<file path="src/rtl/vec_strobe_pkg.sv">
// Shared types and sizing helpers for the strobe sequencer and its arbiter.
// Default timing constants match the downstream capture cells' setup windows.
package vec_strobe_pkg;

    typedef enum logic [1:0] {
        IDLE  = 2'd0,
        SETUP = 2'd1,
        PULSE = 2'd2,
        HOLD  = 2'd3
    } state_e;

    localparam int DEF_WIDTH     = 3;
    localparam int DEF_NREQ      = 2;
    localparam int DEF_SETUP_CYC = 10;
    localparam int DEF_PULSE_CYC = 2;
    localparam int DEF_HOLD_CYC  = 1;

    // Wide enough to hold the largest phase length, so the counter never wraps.
    function automatic int cnt_width(input int setup_cyc, input int pulse_cyc, input int hold_cyc);
        int m;
        m = setup_cyc;
        if (pulse_cyc > m) m = pulse_cyc;
        if (hold_cyc > m)  m = hold_cyc;
        return (m < 1) ? 1 : $clog2(m + 1);
    endfunction

    function automatic int idx_width(input int n);
        return (n > 1) ? $clog2(n) : 1;
    endfunction

endpackage

</file>
<file path="src/rtl/rr_arbiter.sv">
// Round-robin grant selection: the first active request at or after ptr, circularly.
// Purely combinational; the caller registers the grant and owns the pointer.
module rr_arbiter
    import vec_strobe_pkg::*;
#(
    parameter int NREQ = DEF_NREQ
) (
    input  logic [NREQ-1:0]              req,
    input  logic                         advance,
    input  logic [idx_width(NREQ)-1:0]   ptr,
    output logic [NREQ-1:0]              grant
);

    logic [2*NREQ-1:0] req_dbl;
    logic [NREQ-1:0]   req_rot;
    logic [NREQ-1:0]   pick_rot;
    logic [2*NREQ-1:0] pick_dbl;

    // Rotate so ptr sits at bit 0, isolate the lowest set bit, rotate back.
    always_comb begin
        req_dbl  = {req, req};
        req_rot  = NREQ'(req_dbl >> ptr);
        pick_rot = req_rot & (~req_rot + NREQ'(1));
        pick_dbl = {pick_rot, pick_rot};
        grant    = advance ? NREQ'(pick_dbl << ptr >> NREQ) : '0;
    end

endmodule

</file>
<file path="src/rtl/vec_strobe_sequencer.sv">
// Shares one data/strobe bus among NREQ requesters: drive data, wait SETUP_CYC,
// strobe the masked lanes for PULSE_CYC, then hold data for HOLD_CYC.
module vec_strobe_sequencer
    import vec_strobe_pkg::*;
#(
    parameter int WIDTH     = DEF_WIDTH,
    parameter int NREQ      = DEF_NREQ,
    parameter int SETUP_CYC = DEF_SETUP_CYC,
    parameter int PULSE_CYC = DEF_PULSE_CYC,
    parameter int HOLD_CYC  = DEF_HOLD_CYC
) (
    input  logic                    clk,
    input  logic                    rst_n,
    input  logic [NREQ-1:0]         req,
    input  logic [NREQ*WIDTH-1:0]   req_data,
    input  logic [NREQ*WIDTH-1:0]   req_mask,
    input  logic                    flush,
    output logic [NREQ-1:0]         gnt,
    output logic [NREQ-1:0]         done,
    output logic                    aborted,
    output logic                    busy,
    output logic [WIDTH-1:0]        d_out,
    output logic [WIDTH-1:0]        strb_out
);

    localparam int CW        = cnt_width(SETUP_CYC, PULSE_CYC, HOLD_CYC);
    localparam int IW        = idx_width(NREQ);
    localparam int HOLD_LOAD = (HOLD_CYC > 0) ? HOLD_CYC - 1 : 0;

    state_e            state_q, state_d;
    logic [CW-1:0]     cnt_q, cnt_d;
    logic [WIDTH-1:0]  mask_q, mask_d;
    logic [WIDTH-1:0]  d_out_q, d_out_d;
    logic [WIDTH-1:0]  strb_q, strb_d;
    logic [NREQ-1:0]   own_q, own_d;
    logic [NREQ-1:0]   gnt_q, gnt_d;
    logic [NREQ-1:0]   done_q, done_d;
    logic [IW-1:0]     ptr_q, ptr_d;
    logic              aborted_q, aborted_d;
    logic              busy_q, busy_d;

    logic              arb_advance;
    logic [NREQ-1:0]   arb_grant;
    logic [IW-1:0]     grant_idx;
    logic [WIDTH-1:0]  grant_data;
    logic [WIDTH-1:0]  grant_mask;

    logic [IW-1:0]     idx_chain  [NREQ+1];
    logic [WIDTH-1:0]  data_chain [NREQ+1];
    logic [WIDTH-1:0]  mask_chain [NREQ+1];

    // A flush edge in IDLE must not start a transfer.
    assign arb_advance = (state_q == IDLE) && !flush;

    rr_arbiter #(
        .NREQ (NREQ)
    ) u_arb (
        .req     (req),
        .advance (arb_advance),
        .ptr     (ptr_q),
        .grant   (arb_grant)
    );

    // Encode the one-hot grant and mux out that requester's data and mask.
    assign idx_chain[0]  = '0;
    assign data_chain[0] = '0;
    assign mask_chain[0] = '0;

    for (genvar gi = 0; gi < NREQ; gi++) begin : g_sel
        assign idx_chain[gi+1]  = idx_chain[gi]  | (arb_grant[gi] ? IW'(gi) : '0);
        assign data_chain[gi+1] = data_chain[gi] | (arb_grant[gi] ? req_data[gi*WIDTH +: WIDTH] : '0);
        assign mask_chain[gi+1] = mask_chain[gi] | (arb_grant[gi] ? req_mask[gi*WIDTH +: WIDTH] : '0);
    end

    assign grant_idx  = idx_chain[NREQ];
    assign grant_data = data_chain[NREQ];
    assign grant_mask = mask_chain[NREQ];

    always_comb begin
        state_d   = state_q;
        cnt_d     = cnt_q;
        mask_d    = mask_q;
        own_d     = own_q;
        ptr_d     = ptr_q;
        d_out_d   = d_out_q;
        strb_d    = strb_q;
        gnt_d     = '0;
        done_d    = '0;
        aborted_d = 1'b0;

        if (flush && (state_q != IDLE)) begin
            state_d   = IDLE;
            strb_d    = '0;
            aborted_d = 1'b1;
        end else begin
            case (state_q)
                IDLE: begin
                    if (|arb_grant) begin
                        gnt_d   = arb_grant;
                        own_d   = arb_grant;
                        mask_d  = grant_mask;
                        d_out_d = (d_out_q & ~grant_mask) | (grant_data & grant_mask);
                        ptr_d   = (grant_idx == IW'(NREQ - 1)) ? '0 : grant_idx + IW'(1);
                        cnt_d   = CW'(SETUP_CYC - 1);
                        state_d = SETUP;
                    end
                end
                SETUP: begin
                    if (cnt_q == '0) begin
                        strb_d  = mask_q;
                        cnt_d   = CW'(PULSE_CYC - 1);
                        state_d = PULSE;
                    end else begin
                        cnt_d = cnt_q - CW'(1);
                    end
                end
                PULSE: begin
                    if (cnt_q == '0) begin
                        strb_d = '0;
                        if (HOLD_CYC == 0) begin
                            done_d  = own_q;
                            state_d = IDLE;
                        end else begin
                            cnt_d   = CW'(HOLD_LOAD);
                            state_d = HOLD;
                        end
                    end else begin
                        cnt_d = cnt_q - CW'(1);
                    end
                end
                HOLD: begin
                    if (cnt_q == '0) begin
                        done_d  = own_q;
                        state_d = IDLE;
                    end else begin
                        cnt_d = cnt_q - CW'(1);
                    end
                end
                default: state_d = IDLE;
            endcase
        end

        busy_d = (state_d != IDLE);
    end

    always_ff @(posedge clk or negedge rst_n) begin
        if (!rst_n) begin
            state_q   <= IDLE;
            cnt_q     <= '0;
            mask_q    <= '0;
            own_q     <= '0;
            ptr_q     <= '0;
            d_out_q   <= '0;
            strb_q    <= '0;
            gnt_q     <= '0;
            done_q    <= '0;
            aborted_q <= 1'b0;
            busy_q    <= 1'b0;
        end else begin
            state_q   <= state_d;
            cnt_q     <= cnt_d;
            mask_q    <= mask_d;
            own_q     <= own_d;
            ptr_q     <= ptr_d;
            d_out_q   <= d_out_d;
            strb_q    <= strb_d;
            gnt_q     <= gnt_d;
            done_q    <= done_d;
            aborted_q <= aborted_d;
            busy_q    <= busy_d;
        end
    end

    assign gnt      = gnt_q;
    assign done     = done_q;
    assign aborted  = aborted_q;
    assign busy     = busy_q;
    assign d_out    = d_out_q;
    assign strb_out = strb_q;

endmodule
</file>
<file path="config.mk">
export PLATFORM = sky130hd
export DESIGN_NAME = vec_strobe_sequencer
export DESIGN_NICKNAME = d
export VERILOG_FILES = /design/src/rtl/vec_strobe_pkg.sv /design/src/rtl/rr_arbiter.sv /design/src/rtl/vec_strobe_sequencer.sv
export SDC_FILE = /design/constraint.sdc
export NUM_CORES = 1
export LEC_CHECK = 0
export CAP_MARGIN = 20
export CORE_MARGIN = 10
export CORE_UTILIZATION = 30
export DETAILED_ROUTE_END_ITERATION = 8
export GPL_TIMING_DRIVEN = 0
export HOLD_SLACK_MARGIN = 0.06
export SETUP_SLACK_MARGIN = 0.3
export SYNTH_ARGS = -nofsm -noshare
export SYNTH_HDL_FRONTEND = slang
export SYNTH_SLANG_ARGS = --single-unit
export TNS_END_PERCENT = 30
</file>
<file path="constraint.sdc">
create_clock -name clk -period 1.7 [get_ports clk]
set_input_delay 0.255 -clock clk [delete_from_list [all_inputs] [get_ports clk]]
set_output_delay 0.255 -clock clk [all_outputs]
set_load 0.01 [all_outputs]
</file>
==> metrics.yaml <==
status: "finished clean"
dp_slack_ps: -345
grt-ovfl-total: 0
ys_types: 33
hp-class: "in2async"
irDropWorstVdd_v: 0.000573
grt_use_total_pct: 9.68
synth_top_area_share_pct: 55.5
grt_pass1_wl_um: 4850
arrival_ps: 1790
netlist_top_cells_count: "dfrtp_1 (24), nand2_1 (8), a21oi_1 (5)"
first_iter_violations: 44
cp_slowest_cell: "dfrtp_1"
worstSkewPairLatency_ps: 320
tightest_slew_ps: 541
syn_to_final_growth_pct: 51.3
grt_pass1_vias: 968
regArea_um2: 601
setup_viol_count_final: 0
die_y_um: 80.1
core_area_mm2: 0.00342
clk_pin_slew_ps: 140
multi_input_area_um2: 532
finalCriticalPeriod_ps: 1570
yosysSeqAreaShare_pct: 55.5
drv_cap: 0
power.density_mw_per_mm2: 1210
antenna_found_initial: 0
power_frac_seq_pct: 43.0
p_leak_nw: 0.713
fin_hold_ws_ps: 114
clk_path_buf_depth: 2
ios: 29
portBuffers: 28
fin_ws_ps: 127
first_pass_iters: 4
synth_ff_type: "dfrtp_1"
clock-sinks: 24
cp-end-kind: "flop"
ys_seq_elements: 24
fillers: 319
period_share_pct: 92.5
ys.warnings.count: 0
ant_nets: 0
htreeDepth: 1
grt_max_degree: 25
wl_per_cell_um: 15.7
cp_top_family: "simple AND/OR/NAND/NOR gates"
nets: 157
cts_tree: "yes"
via_count: 920
drv_slew: 0
synth_async_sr_flop_share_pct: 100
swShare_pct: 31.4
yosysMostFrequentCell: "dfrtp_1"
start_util_pct: 31.7
antennaDiodeCount: 0
drc: 0
crit_cells: 5
p_clk_share_pct: 21.1
synth-edff-count: 0
crit_type: "reg2reg"
drive_gt1_share_pct: 23.4
required_ps: 1920
hold_viol_final: 0
ff2ff_path_depth: 5
numCtsBuffers: 3
dpl.hpwl_um: 2090
rows: 21
switching_power_w: 0.000621
routabilityCongestion: 0.832
p_int_w: 0.00136
routed_wl_um: 2870
pwr-share-comb_pct: 36.0
cp-start-kind: "flop"
max_stage_delay_ps: 450
final_util_pct: 47.9
worst-path-max-fanout: 7
holdBufCountCts: 0
syn_avg_cell_area_um2: 11.2
synthCells: 97
yosys-top-cells-area: "dfrtp_1 (55%), mux2_1 (3.1%), nand2_1 (2.8%)"
skew_ps: 1.83
synthesis.nets: 116
crit_chain: "nor3_2, and3_1, buf_6, a22oi_2, mux2_1"
slew_headroom_pct: 63.9
synth_area_leader_cell: "dfrtp_1"
cp_num_buf_inv: 1
vias_per_cell: 5.03
syn_area_mm2: 0.00108
die_w_um: 80.1
fmax_ghz: 0.636
root_buffer: "clkbuf_4"
die_area_mm2: 0.00641
rsz0062_at_grt: "true"
-- through the flow --
| step | cell area, um2 | TNS [ps] | cells | total power [W] |
|---|---|---|---|---|
| 2_1_floorplan | 1100 | 0 | 97 | 0.00118 |
| 3_3_place_gp | 1440 | -1130 | 171 | 0.00142 |
| 3_5_place_dp | 1440 | -1310 | 171 | 0.00144 |
| 4_1_cts | 1590 | 0 | 180 | 0.00196 |
| 5_1_grt | 1640 | 0 | 183 | 0.00212 |
| 6_report | 1640 | 0 | 183 | 0.00198 |
-- final cells by class --
cell class,count,area share (%)
Timing Repair Buffer,36,21.8
Inverter,4,0.917
Buffer,4,1.45
Clock inverter,1,1.83
Sequential cell,24,36.7
Multi-Input combinational cell,65,32.5
Clock buffer,3,1.38
Tap cell,46,3.51
-- what timing repair did --
| item | CTS | global route |
|---|---|---|
| resized for setup | 16 | 1 |
| setup buffers | 5 | 2 |
| cloned | 0 | 0 |
| pin swaps | 7 | 1 |
| setup endpoints to repair | 29 | 29 |
-- cell families (layout without fill, tap and decap cells) --
group	after synthesis	count (layout)	share of synthesized area, %
adder cells (fa/ha/maj)	2	2	2.31
AO/OA/AOI/OAI	26	26	17.8
AND/OR/NAND/NOR	33	33	17.2
multiplexers	3	3	3.12
buffers and inverters	8	48	3.24
XOR/XNOR	1	1	0.809
flip-flops	24	24	55.5
-- routing by layer --
| layer | track usage [%] | up-vias | part of all wire (%) |
|---|---|---|---|
| met1 | 10.8 | 460 | 42 |
| met2 | 16.6 | 19 | 51 |
| met3 | 1.89 | 4 | 4.0 |
| met5 | 0 | - | 0 |
| met4 | 5.81 | 0 | 2.4 |
| li1 | - | 437 | - |
-- cells in the final DEF, fill, tap and decap left out, types with 3 or more instances in the layout --
| master | instances |
|---|---|
| clkdlybuf4s50_1 | 27 |
| dfrtp_1 | 24 |
| nand2_1 | 8 |
| buf_4 | 7 |
| a21oi_1 | 5 |
| nor2b_1 | 4 |
| o21ai_1 | 4 |
| inv_2 | 3 |
| nor2_1 | 3 |
| o2bb2ai_2 | 3 |
| a22oi_2 | 3 |
| or4_1 | 3 |
| a22o_1 | 3 |
| mux2_1 | 3 |
| clkbuf_4 | 3 |
-- final timing paths --
kind	startpoint	endpoint	slack, ps
min	rst_n	asynchronous set/reset pin	110
max in group asynchronous	rst_n	cnt_q[2]	1200
min reg2reg	mask_q[1]	mask_q[1]	510
max reg2reg	state_q[1]	flop	130
max	state_q[1]	flop	130
min in group clk	mask_q[1]	mask_q[1]	510
-- power by group through the flow --
| stage | clock network (W) | logic, W | registers (W) |
|---|---|---|---|
| CTS | 0.000428 | 0.000682 | 0.000851 |
| floorplan | 0 | 0.000320 | 0.000857 |
| global route | 0.000459 | 0.000782 | 0.000878 |
| detailed placement | 0 | 0.000588 | 0.000852 |
| finish | 0.000417 | 0.000713 | 0.000852 |
| global placement | 0 | 0.000570 | 0.000847 |
No activity file was read; power rests on OpenSTA's default activity.
